`config.mk`:
```
export PLATFORM = sky130hd
export DESIGN_NAME = micro_sequencer
export DESIGN_NICKNAME = d
export VERILOG_FILES = /design/src/rtl/ucode_pkg.sv /design/src/rtl/ucode_dispatch.sv /design/src/rtl/micro_sequencer.sv
export SDC_FILE = /design/constraint.sdc
export NUM_CORES = 1
export LEC_CHECK = 0
export BUFFER_PORTS_ARGS = -buffer_cell sky130_fd_sc_hd__buf_2
export CAP_MARGIN = 20
export CORE_MARGIN = 8
export CORE_UTILIZATION = 50
export CTS_CLUSTER_DIAMETER = 50
export CTS_CLUSTER_SIZE = 12
export DETAILED_ROUTE_END_ITERATION = 8
export PLACE_DENSITY = 0.78
export SETUP_SLACK_MARGIN = 0.05
export SYNTH_ARGS = -nofsm -noshare
export SYNTH_HDL_FRONTEND = slang
export SYNTH_SLANG_ARGS = --single-unit
```
`constraint.sdc`:
```
create_clock -name clk -period 2.7 [get_ports clk]
set_input_delay 0.54 -clock clk [delete_from_list [all_inputs] [get_ports clk]]
set_output_delay 0.54 -clock clk [all_outputs]
set_load 0.005 [all_outputs]
```
`src/rtl/ucode_pkg.sv`:
```
// ============================================================================
// ucode_pkg
// Shared widths, control-store addresses, opcode set and dispatch map
// for the microprogram sequencer.
// Revision: 1.0
// ============================================================================
`default_nettype none

package ucode_pkg;

    localparam int UPC_W = 5;

    localparam logic [UPC_W-1:0] FETCH1   = 5'd0;
    localparam logic [UPC_W-1:0] FETCH2   = 5'd1;
    localparam logic [UPC_W-1:0] JMPNZN1  = 5'd13;
    localparam logic [UPC_W-1:0] UPC_LAST = 5'd26;

    typedef enum logic [4:0] {
        OP_RSTALL = 5'd0,
        OP_CONST  = 5'd1,
        OP_MOV    = 5'd2,
        OP_SIZE   = 5'd3,
        OP_JMPNZ  = 5'd4,
        OP_MOVMSB = 5'd5,
        OP_MOVLSB = 5'd6,
        OP_ADDX   = 5'd7,
        OP_ADDY   = 5'd8,
        OP_ADD    = 5'd9,
        OP_SUB    = 5'd10,
        OP_MUL    = 5'd11,
        OP_LOAD   = 5'd12,
        OP_STORE  = 5'd13,
        OP_INCI   = 5'd14,
        OP_RSTI   = 5'd15
    } opcode_t;

    // Entry address for an opcode; illegal codes map to FETCH1 (refetch).
    function automatic logic [UPC_W-1:0] entry_addr(input logic [4:0] op, input logic z);
        logic [UPC_W-1:0] addr;
        addr = FETCH1;
        case (op)
            OP_RSTALL: addr = 5'd2;
            OP_CONST:  addr = 5'd3;
            OP_MOV:    addr = 5'd4;
            OP_SIZE:   addr = 5'd5;
            OP_JMPNZ:  addr = z ? JMPNZN1 : 5'd10;
            OP_MOVMSB: addr = 5'd14;
            OP_MOVLSB: addr = 5'd15;
            OP_ADDX:   addr = 5'd16;
            OP_ADDY:   addr = 5'd17;
            OP_ADD:    addr = 5'd18;
            OP_SUB:    addr = 5'd19;
            OP_MUL:    addr = 5'd20;
            OP_LOAD:   addr = 5'd21;
            OP_STORE:  addr = 5'd23;
            OP_INCI:   addr = 5'd25;
            OP_RSTI:   addr = 5'd26;
            default:   addr = FETCH1;
        endcase
        return addr;
    endfunction

endpackage

`default_nettype wire

```
`src/rtl/ucode_dispatch.sv`:
```
// ============================================================================
// ucode_dispatch
// Combinational opcode + Z flag to routine entry address, with legality flag.
// Revision: 1.0
// ============================================================================
`default_nettype none

module ucode_dispatch
    import ucode_pkg::*;
(
    input  logic [4:0] opcode,
    input  logic       z_flag,
    output logic [4:0] entry,
    output logic       legal
);

    // Only the lower sixteen codes are populated.
    assign legal = ~opcode[4];
    assign entry = entry_addr(opcode, z_flag);

endmodule

`default_nettype wire

```
`src/rtl/micro_sequencer.sv`:
```
// ============================================================================
// micro_sequencer
// Control-store address sequencer: uPC register, opcode dispatch, error
// capture and dispatched-instruction counter.
// Revision: 1.0
// ============================================================================
`default_nettype none

module micro_sequencer
    import ucode_pkg::*;
(
    input  logic        clk,
    input  logic        rst,
    input  logic [4:0]  cs_next,
    input  logic [4:0]  opcode,
    input  logic        z_flag,
    input  logic        stall,
    output logic [4:0]  upc,
    output logic        instr_start,
    output logic        err_illegal,
    output logic [4:0]  err_code,
    output logic [15:0] instr_count
);

    logic [UPC_W-1:0] upc_q;
    logic [UPC_W-1:0] upc_d;
    logic [15:0]      instr_cnt_q;
    logic             err_q;
    logic [4:0]       err_code_q;

    logic [UPC_W-1:0] disp_entry;
    logic             disp_legal;
    logic             dispatch_ok;
    logic             err_hit;
    logic [4:0]       err_val;

    ucode_dispatch u_dispatch (
        .opcode (opcode),
        .z_flag (z_flag),
        .entry  (disp_entry),
        .legal  (disp_legal)
    );

    // Next-address selection; cs_next is undefined at FETCH2 and unpopulated
    // addresses, so it is never used there.
    always_comb begin
        upc_d       = upc_q;
        dispatch_ok = 1'b0;
        err_hit     = 1'b0;
        err_val     = upc_q;
        if (!stall) begin
            if (upc_q == FETCH2) begin
                if (disp_legal) begin
                    upc_d       = disp_entry;
                    dispatch_ok = 1'b1;
                end else begin
                    upc_d   = FETCH1;
                    err_hit = 1'b1;
                    err_val = opcode;
                end
            end else if (upc_q > UPC_LAST) begin
                upc_d   = FETCH1;
                err_hit = 1'b1;
                err_val = upc_q;
            end else begin
                upc_d = cs_next;
            end
        end
    end

    always_ff @(posedge clk or posedge rst) begin
        if (rst) begin
            upc_q <= FETCH1;
        end else begin
            upc_q <= upc_d;
        end
    end

    always_ff @(posedge clk or posedge rst) begin
        if (rst) begin
            instr_cnt_q <= 16'd0;
        end else if (dispatch_ok) begin
            instr_cnt_q <= instr_cnt_q + 16'd1;
        end
    end

    // First error wins; later errors leave the captured code untouched.
    always_ff @(posedge clk or posedge rst) begin
        if (rst) begin
            err_q      <= 1'b0;
            err_code_q <= 5'd0;
        end else if (err_hit && !err_q) begin
            err_q      <= 1'b1;
            err_code_q <= err_val;
        end
    end

    assign upc         = upc_q;
    assign instr_start = (upc_q == FETCH1) && !stall;
    assign err_illegal = err_q;
    assign err_code    = err_code_q;
    assign instr_count = instr_cnt_q;

endmodule

`default_nettype wire

```
==> impl_metrics.toml, run 1 <==
[run_status]
run_status = "complete, no violations"

[floorplan]
rows = 19
io_pins = 42
die_h_um = 68.8
core_area_mm2 = 0.00271
die_x_um = 68.8
die_area_mm2 = 0.00473
initial_core_util_pct = 51.4

[cts]
post_cts.resized_instances = 0
tritoncts_clock_tree = "built"
clock_sinks = 27
htree_num_levels = 1
post_cts.repair.setup_buffers = 0
worst_skew_pair.late_latency_ns = 0.32
clk_transition_reported_paths_ns = 0.14
clock_root_buffer_master = "sky130_fd_sc_hd__clkbuf_4"
clk_path_buf_depth = 2
cts.hold.buffers_added = 0
cts_inserted_buffers = 3

[critical_path]
arrival_ns = 2.45
crit_fanout = 7
r2r_setup_slack_ns = 0.47
critical_path.max_stage_delay_ns = 0.60
critical-path-slowest-cell = "sky130_fd_sc_hd__or4_4"
critical_path.cell_chain = "or4_4, o211a_4, nor4_4, mux2_2"
timing.setup.critical_path_class = "flip-flop to flip-flop"
worstPathRequired_ns = 2.92
timing.critical_path.from_type = "flip-flop"
rr_startpoint = "upc[1]"
timing.rr.end = "err_code[2]"
critical_path.endpoint_type = "flip-flop"
timing.critical_path.from = "upc[1]"
depth_of_the_worst_register_to_register_path = 4

[finish]
most_frequent_standard_cell_in_the_layout_excluding_fill_and_tap_cells = "sky130_fd_sc_hd__buf_2"
syn_to_final_growth_pct = 19.4
commonest_cells_after_routing_fill_and_taps_aside = "sky130_fd_sc_hd__buf_2, sky130_fd_sc_hd__dfrtp_1, sky130_fd_sc_hd__xnor2_1"
fin_nets = 187
drive_gt1_share_pct = 36.3
final_antenna_diode_count = 0
filler_cell_count = 238

[timing]
setup_viol = 0
worst_clock_skew_ns = 0.00587
max_slew.worst_pin.slew_ns = 0.644
final_period_minus_worst_setup_slack_ns = 2.23
final.hold.worst_slack_ns = 0.244
post-route-period-util_pct = 82.6
final.setup.tns_ns = 0
final-max-slew-violation-count = 0
timing_hold_violations_final = 0
rsz0062_at_grt = "false"
max-slew-margin-rel_pct = 56.4
clock.fmax_mhz = 449

[global_routing]
vias_in_the_first_global_route = 1207
met3_track_utilization_from_global_routing_pct = 3.55
groute.usage.overall_pct = 14.5
pin_count_of_the_biggest_net_entering_global_routing = 28
aggregate_global_routing_overflow = 0
met2_usage_pct = 24.4
global_route.peak_usage_layer = "met2"
grt_pass1_wl_mm = 5.28
met1_usage_pct = 16.7
antenna_found_initial = 0

[routing]
via_count = 1149
finalWirelength_mm = 3.12
drt_initial_violations = 37
antenna_violating_nets_post_route = 0
first_pass_iters = 4
viasPerCell = 5.69
detail_routed_net_length_per_standard_cell_um = 15.4
post-route-drc-count = 0

[yosys]
synth-compound-area-share_pct = 12.1
number_of_different_library_cells_in_the_post_synthesis_netlist = 40
muxShareOfSynthArea_pct = 5.39
synth_xor_area_share_pct = 10.1
syn-instance-count = 129
yosys_warnings = 0
postSynthNetCount = 144
synth.cell_area_mm2 = 0.00139
post_synth.cell_area_avg_um2 = 10.8
postSynthRegisterBits = 27
synth_sequential_area_ratio_pct = 48.5
synth-simple-area-share_pct = 19.7
main_combinational_cell_family_by_area_after_synthesis = "simple AND/OR/NAND/NOR gates"
synth_adder_area_share_pct = 0.898

[pwr]
areal_power_density_over_the_cells_mw_per_mm2 = 559
report.power.total_w = 0.000929
p_leak_nw = 0.830
ir_worst_vdd_v = 0.000381

[placement]
numPortBuffers = 41
place_hpwl_mm = 2.41
gpl.final_weighted_congestion = 0.815

[run]
max_cap_viol_count = 0

[min_path]
hold_path.class = "primary input to asynchronous set/reset pin"
power breakdown:
group	total, W	switching, W	internal (W)	leakage [nW]
clock	0.000171	0.000115	0.0000555	0.0177
sequential	0.000532	0.0000635	0.000469	0.351
combinational	0.000227	0.000104	0.000123	0.461
metal layers:
layer,routed length (um),vias up
met5,0,-
met4,74,0
met3,302,7
met2,1440,45
met1,1300,545
li1,-,552
registers in the layout, summed over array words and instances (netlist names):
name and flops:
err_code 5, err_illegal 1, instr_count 16, upc 5
per-stage QoR:
| stage | utilization [%] | area, um^2 | worst slack (ns) | cells |
|---|---|---|---|---|
| floorplan | - | 1390 | 0.599 | 129 |
| global placement | 60.3 | 1640 | 0.453 | 198 |
| detailed placement | 60.3 | 1640 | 0.411 | 198 |
| CTS | 61.4 | 1660 | 0.465 | 202 |
| global route | 61.4 | 1660 | 0.380 | 202 |
| finish | 61.4 | 1660 | 0.471 | 202 |
Yosys cell counts (all sizes together):
master,instances,area (um^2)
dfrtp,27,676
xnor2,12,105
nand2,10,37.5
clkbuf,6,23.8
inv,6,22.5
nand3,5,25.0
nand4,5,31.3
mux2,4,45.0
nor3,4,20.0
o21ai,4,20.0
xor2,4,35.0
a31o,3,26.3
and4,3,26.3
mux2i,3,30.0
nor2,3,11.3
a221o,2,20.0
a22oi,2,15.0
and2,2,12.5
and3,2,12.5
nand2b,2,12.5
nor4,2,27.5
or2,2,12.5
a211o,1,8.76
a21boi,1,7.51
a21o,1,7.51
a21oi,1,5.00
a221oi,1,8.76
a31oi,1,6.26
a32oi,1,8.76
and3b,1,10.0
ha,1,12.5
nor4b,1,8.76
o211a,1,17.5
o221ai,1,8.76
o2bb2ai,1,8.76
or3,1,6.26
or3b,1,8.76
or4,1,11.3
worst max-delay path, delay by kind of cell, from the launching register on:
kind,cells,cell delay [ns]
simple gates,2,0.98
flops,1,0.48
mux,1,0.38
compound gates,1,0.29
kinds of logic (layout without fill, tap and decap cells):
logic type | Yosys count | after routing
AOI/OAI and AO/OA | 21 | 21
and+or+nand+nor | 45 | 45
buffers and inverters | 12 | 54
adders and majority gates | 1 | 1
DFF | 27 | 27
muxes | 7 | 7
xor gates and xnor gates | 16 | 16
layout make-up:
type / instances / area (um^2) / share of cell area, %
clock buffers: 3 / 22.5 / 1.35
clock inverters: 1 / 5.00 / 0.301
inverters: 6 / 22.5 / 1.35
multi-input cells: 90 / 671 / 40.3
flip-flops and latches: 27 / 676 / 40.6
well taps: 31 / 38.8 / 2.33
repair buffers: 44 / 228 / 13.7
how the worst max path moves through the flow:
| stage | to | depth (start not counted) |
|---|---|---|
| after global routing | err_code[2] | 4 |
| after CTS | err_code[2] | 4 |
| after global placement | instr_count[7] | 5 |
| final | err_code[2] | 4 |
| after detailed placement | instr_count[7] | 5 |
| after floorplan | err_code[2] | 4 |
(Power assumes the default switching activity.)
==> run 2: changes to the inputs <==
- ABC_AREA: default -> 1
- CORE_UTILIZATION: 50 -> 48
- PLACE_DENSITY: 0.78 -> 0.75
- clock period: 2.7 -> 2 ns (I/O delays scaled with it)
==> run 2 against run 1 <==
Compared with the run above:
- via count up 56%
- largest cell class is now multi-input gates
- count of clock-buffer cells in the layout grew 1
- die area is 25% higher
- critical endpoint is now instr_start
==> impl_metrics.toml, run 2 <==
[pwr]
areal_power_density_over_the_cells_mw_per_mm2 = 749
report.power.total_w = 0.00154
switching_power_w = 0.000543
power.switching_fraction_pct = 35.2
p_leak_nw = 1.13
ir_worst_vdd_v = 0.000351
power_report.internal_total_w = 0.00100
pwr-share-clk_pct = 20.0
power.sequential.fraction_pct = 51.1
pwr-share-comb_pct = 28.9

[global_routing]
aggregate_global_routing_overflow = 0
grt_pass1_wl_mm = 7.60
vias_in_the_first_global_route = 1735
antenna_found_initial = 0
pin_count_of_the_biggest_net_entering_global_routing = 28
groute.usage.overall_pct = 15.1
met3_track_utilization_from_global_routing_pct = 3.61
global_route.peak_usage_layer = "met2"
met2_usage_pct = 24.0
met1_usage_pct = 18.7

[yosys]
number_of_different_library_cells_in_the_post_synthesis_netlist = 25
synth_top_area_cell = "sky130_fd_sc_hd__dfrtp_1"
yosys_warnings = 0
synth.cell_area_mm2 = 0.00178
post_synth.cell_area_avg_um2 = 6.66
asyncSetResetFlopFracSynth_pct = 100
postSynthNetCount = 282
postSynthRegisterBits = 27
yosys-top-cells-count = "sky130_fd_sc_hd__nand2_1, sky130_fd_sc_hd__nor2_1, sky130_fd_sc_hd__inv_1"
synthMostInstantiatedCell = "sky130_fd_sc_hd__nand2_1"
syn-instance-count = 267
yosys.area.top_type_share_pct = 38.0
synth_flop_cell = "sky130_fd_sc_hd__dfrtp_1"
synth_enable_flop_cells = 0
synth_sequential_area_ratio_pct = 38.0
synth.area.top_cells = "sky130_fd_sc_hd__dfrtp_1, sky130_fd_sc_hd__nand2_1, sky130_fd_sc_hd__nor2_1"

[critical_path]
critical_path.cell_chain = "nor2_2, nand3_1, nor3_1, buf_2"
r2r_setup_slack_ns = 0.41
cp.depth = 4
timing.setup.critical_path_class = "flip-flop to output port"
critical_path.endpoint_type = "output port"
crit_fanout = 5
timing.critical_path.from_type = "flip-flop"
kind_of_cell_with_the_highest_combined_delay_on_the_critical_path = "flip-flops"
depth_of_the_worst_register_to_register_path = 7
worstPathRequired_ns = 1.60
cp_num_buf_inv = 1
critical_path.max_stage_delay_ns = 0.45
arrival_ns = 1.30
critical-path-slowest-cell = "sky130_fd_sc_hd__dfrtp_1"

[timing]
timing_hold_violations_final = 0
clock.fmax_mhz = 588
post-route-period-util_pct = 85.1
max-slew-margin-rel_pct = 70.4
final-max-slew-violation-count = 0
worst_clock_skew_ns = 0.00991
final_worst_path_setup_slack_ns = 0.298
setup_viol = 0
final_period_minus_worst_setup_slack_ns = 1.70
rsz0062_at_grt = "false"
final.hold.worst_slack_ns = 0.173
max_slew.worst_pin.slew_ns = 0.443
final.setup.tns_ns = 0

[finish]
filler_cell_count = 365
commonest_cells_after_routing_fill_and_taps_aside = "sky130_fd_sc_hd__nand2_1, sky130_fd_sc_hd__buf_2, sky130_fd_sc_hd__nor2_1"
syn_to_final_growth_pct = 15.8
drive_gt1_share_pct = 19.4
fin_nets = 325
largest_reg_flops = 16
most_frequent_standard_cell_in_the_layout_excluding_fill_and_tap_cells = "sky130_fd_sc_hd__nand2_1"
final_antenna_diode_count = 0

[floorplan]
core_area_mm2 = 0.00361
io_pins = 42
die_h_um = 76.9
die_x_um = 76.9
rows = 22
initial_core_util_pct = 49.3
die_area_mm2 = 0.00591

[routing]
post-route-drc-count = 0
finalWirelength_mm = 4.39
first_pass_iters = 4
viasPerCell = 5.02
detail_routed_net_length_per_standard_cell_um = 12.3
via_count = 1793
antenna_violating_nets_post_route = 0
drt_initial_violations = 138

[placement]
dpl_worst_slack_ns = 0.408
place_hpwl_mm = 3.39
gpl.final_weighted_congestion = 0.918
numPortBuffers = 41

[cts]
worst_skew_pair.late_latency_ns = 0.27
cts_inserted_buffers = 3
htree_num_levels = 1
post_cts.repair.setup_buffers = 0
clock_root_buffer_master = "sky130_fd_sc_hd__clkbuf_8"
cts.hold.buffers_added = 0
clock_sinks = 27
clk_path_buf_depth = 2
tritoncts_clock_tree = "built"
clk_transition_reported_paths_ns = 0.09
post_cts.resized_instances = 0

[run]
max_cap_viol_count = 0

[run_status]
run_status = "complete, no violations"

[min_path]
hold_path.class = "primary input to asynchronous set/reset pin"
## run 2: final cells by class
cell class              instances  area [um^2]  share of cell area, %
clock buffers                   4         45.0                   2.19
inverters                      33          124                   6.01
multi-input cells             202          936                   45.4
flip-flops and latches         27          676                   32.8
well taps                      48         60.1                   2.91
repair buffers                 43          220                   10.7
## run 2: worst paths after layout
kind                              from              to
min reg2reg                err_code[4]     err_code[4]
min in group clk            cs_next[4]          upc[4]
min                                rst  instr_count[9]
max                             upc[3]     instr_start
max in group asynchronous          rst          upc[0]
max reg2reg                     upc[1]  instr_count[6]
## run 2: power by group through the flow
stage               clock network [W]  logic [W]  registers (W)
finish                       0.000309   0.000447       0.000788
global route                 0.000339   0.000523       0.000802
detailed placement                  0   0.000452       0.000797
global placement                    0   0.000440       0.000791
floorplan                           0   0.000245       0.000779
CTS                          0.000324   0.000454       0.000786
## run 2: layer usage
metal  wire, um  vias up
li1           -      918
met1       2030      798
met2       1950       73
met3        365        4
met4         55        0
met5          0        -
## run 2: metrics by stage
| stage | instance area (um^2) | std cells | util (%) |
|---|---|---|---|
| after global routing | 2060 | 357 | 57.1 |
| final | 2060 | 357 | 57.1 |
| after detailed placement | 2020 | 353 | 55.9 |
| after global placement | 2020 | 353 | 55.9 |
| after floorplan | 1780 | 267 | - |
| after CTS | 2060 | 357 | 57.1 |
## run 2: cells by family (layout without fill, tap and decap cells)
family / after synthesis / in the layout / synth area share (%)
XOR/XNOR: 4 / 4 / 1.97
flip-flops: 27 / 27 / 38.0
AO/OA/AOI/OAI: 28 / 28 / 8.65
AND/OR/NAND/NOR: 169 / 169 / 41.3
adder cells (fa/ha/maj): 1 / 1 / 0.703
buffers and inverters: 38 / 80 / 9.42
## run 2: worst min-delay path, stage by stage
cell	delay (ns)
sky130_fd_sc_hd__buf_2	0.09
sky130_fd_sc_hd__inv_1	0.04
sky130_fd_sc_hd__buf_4	0.32
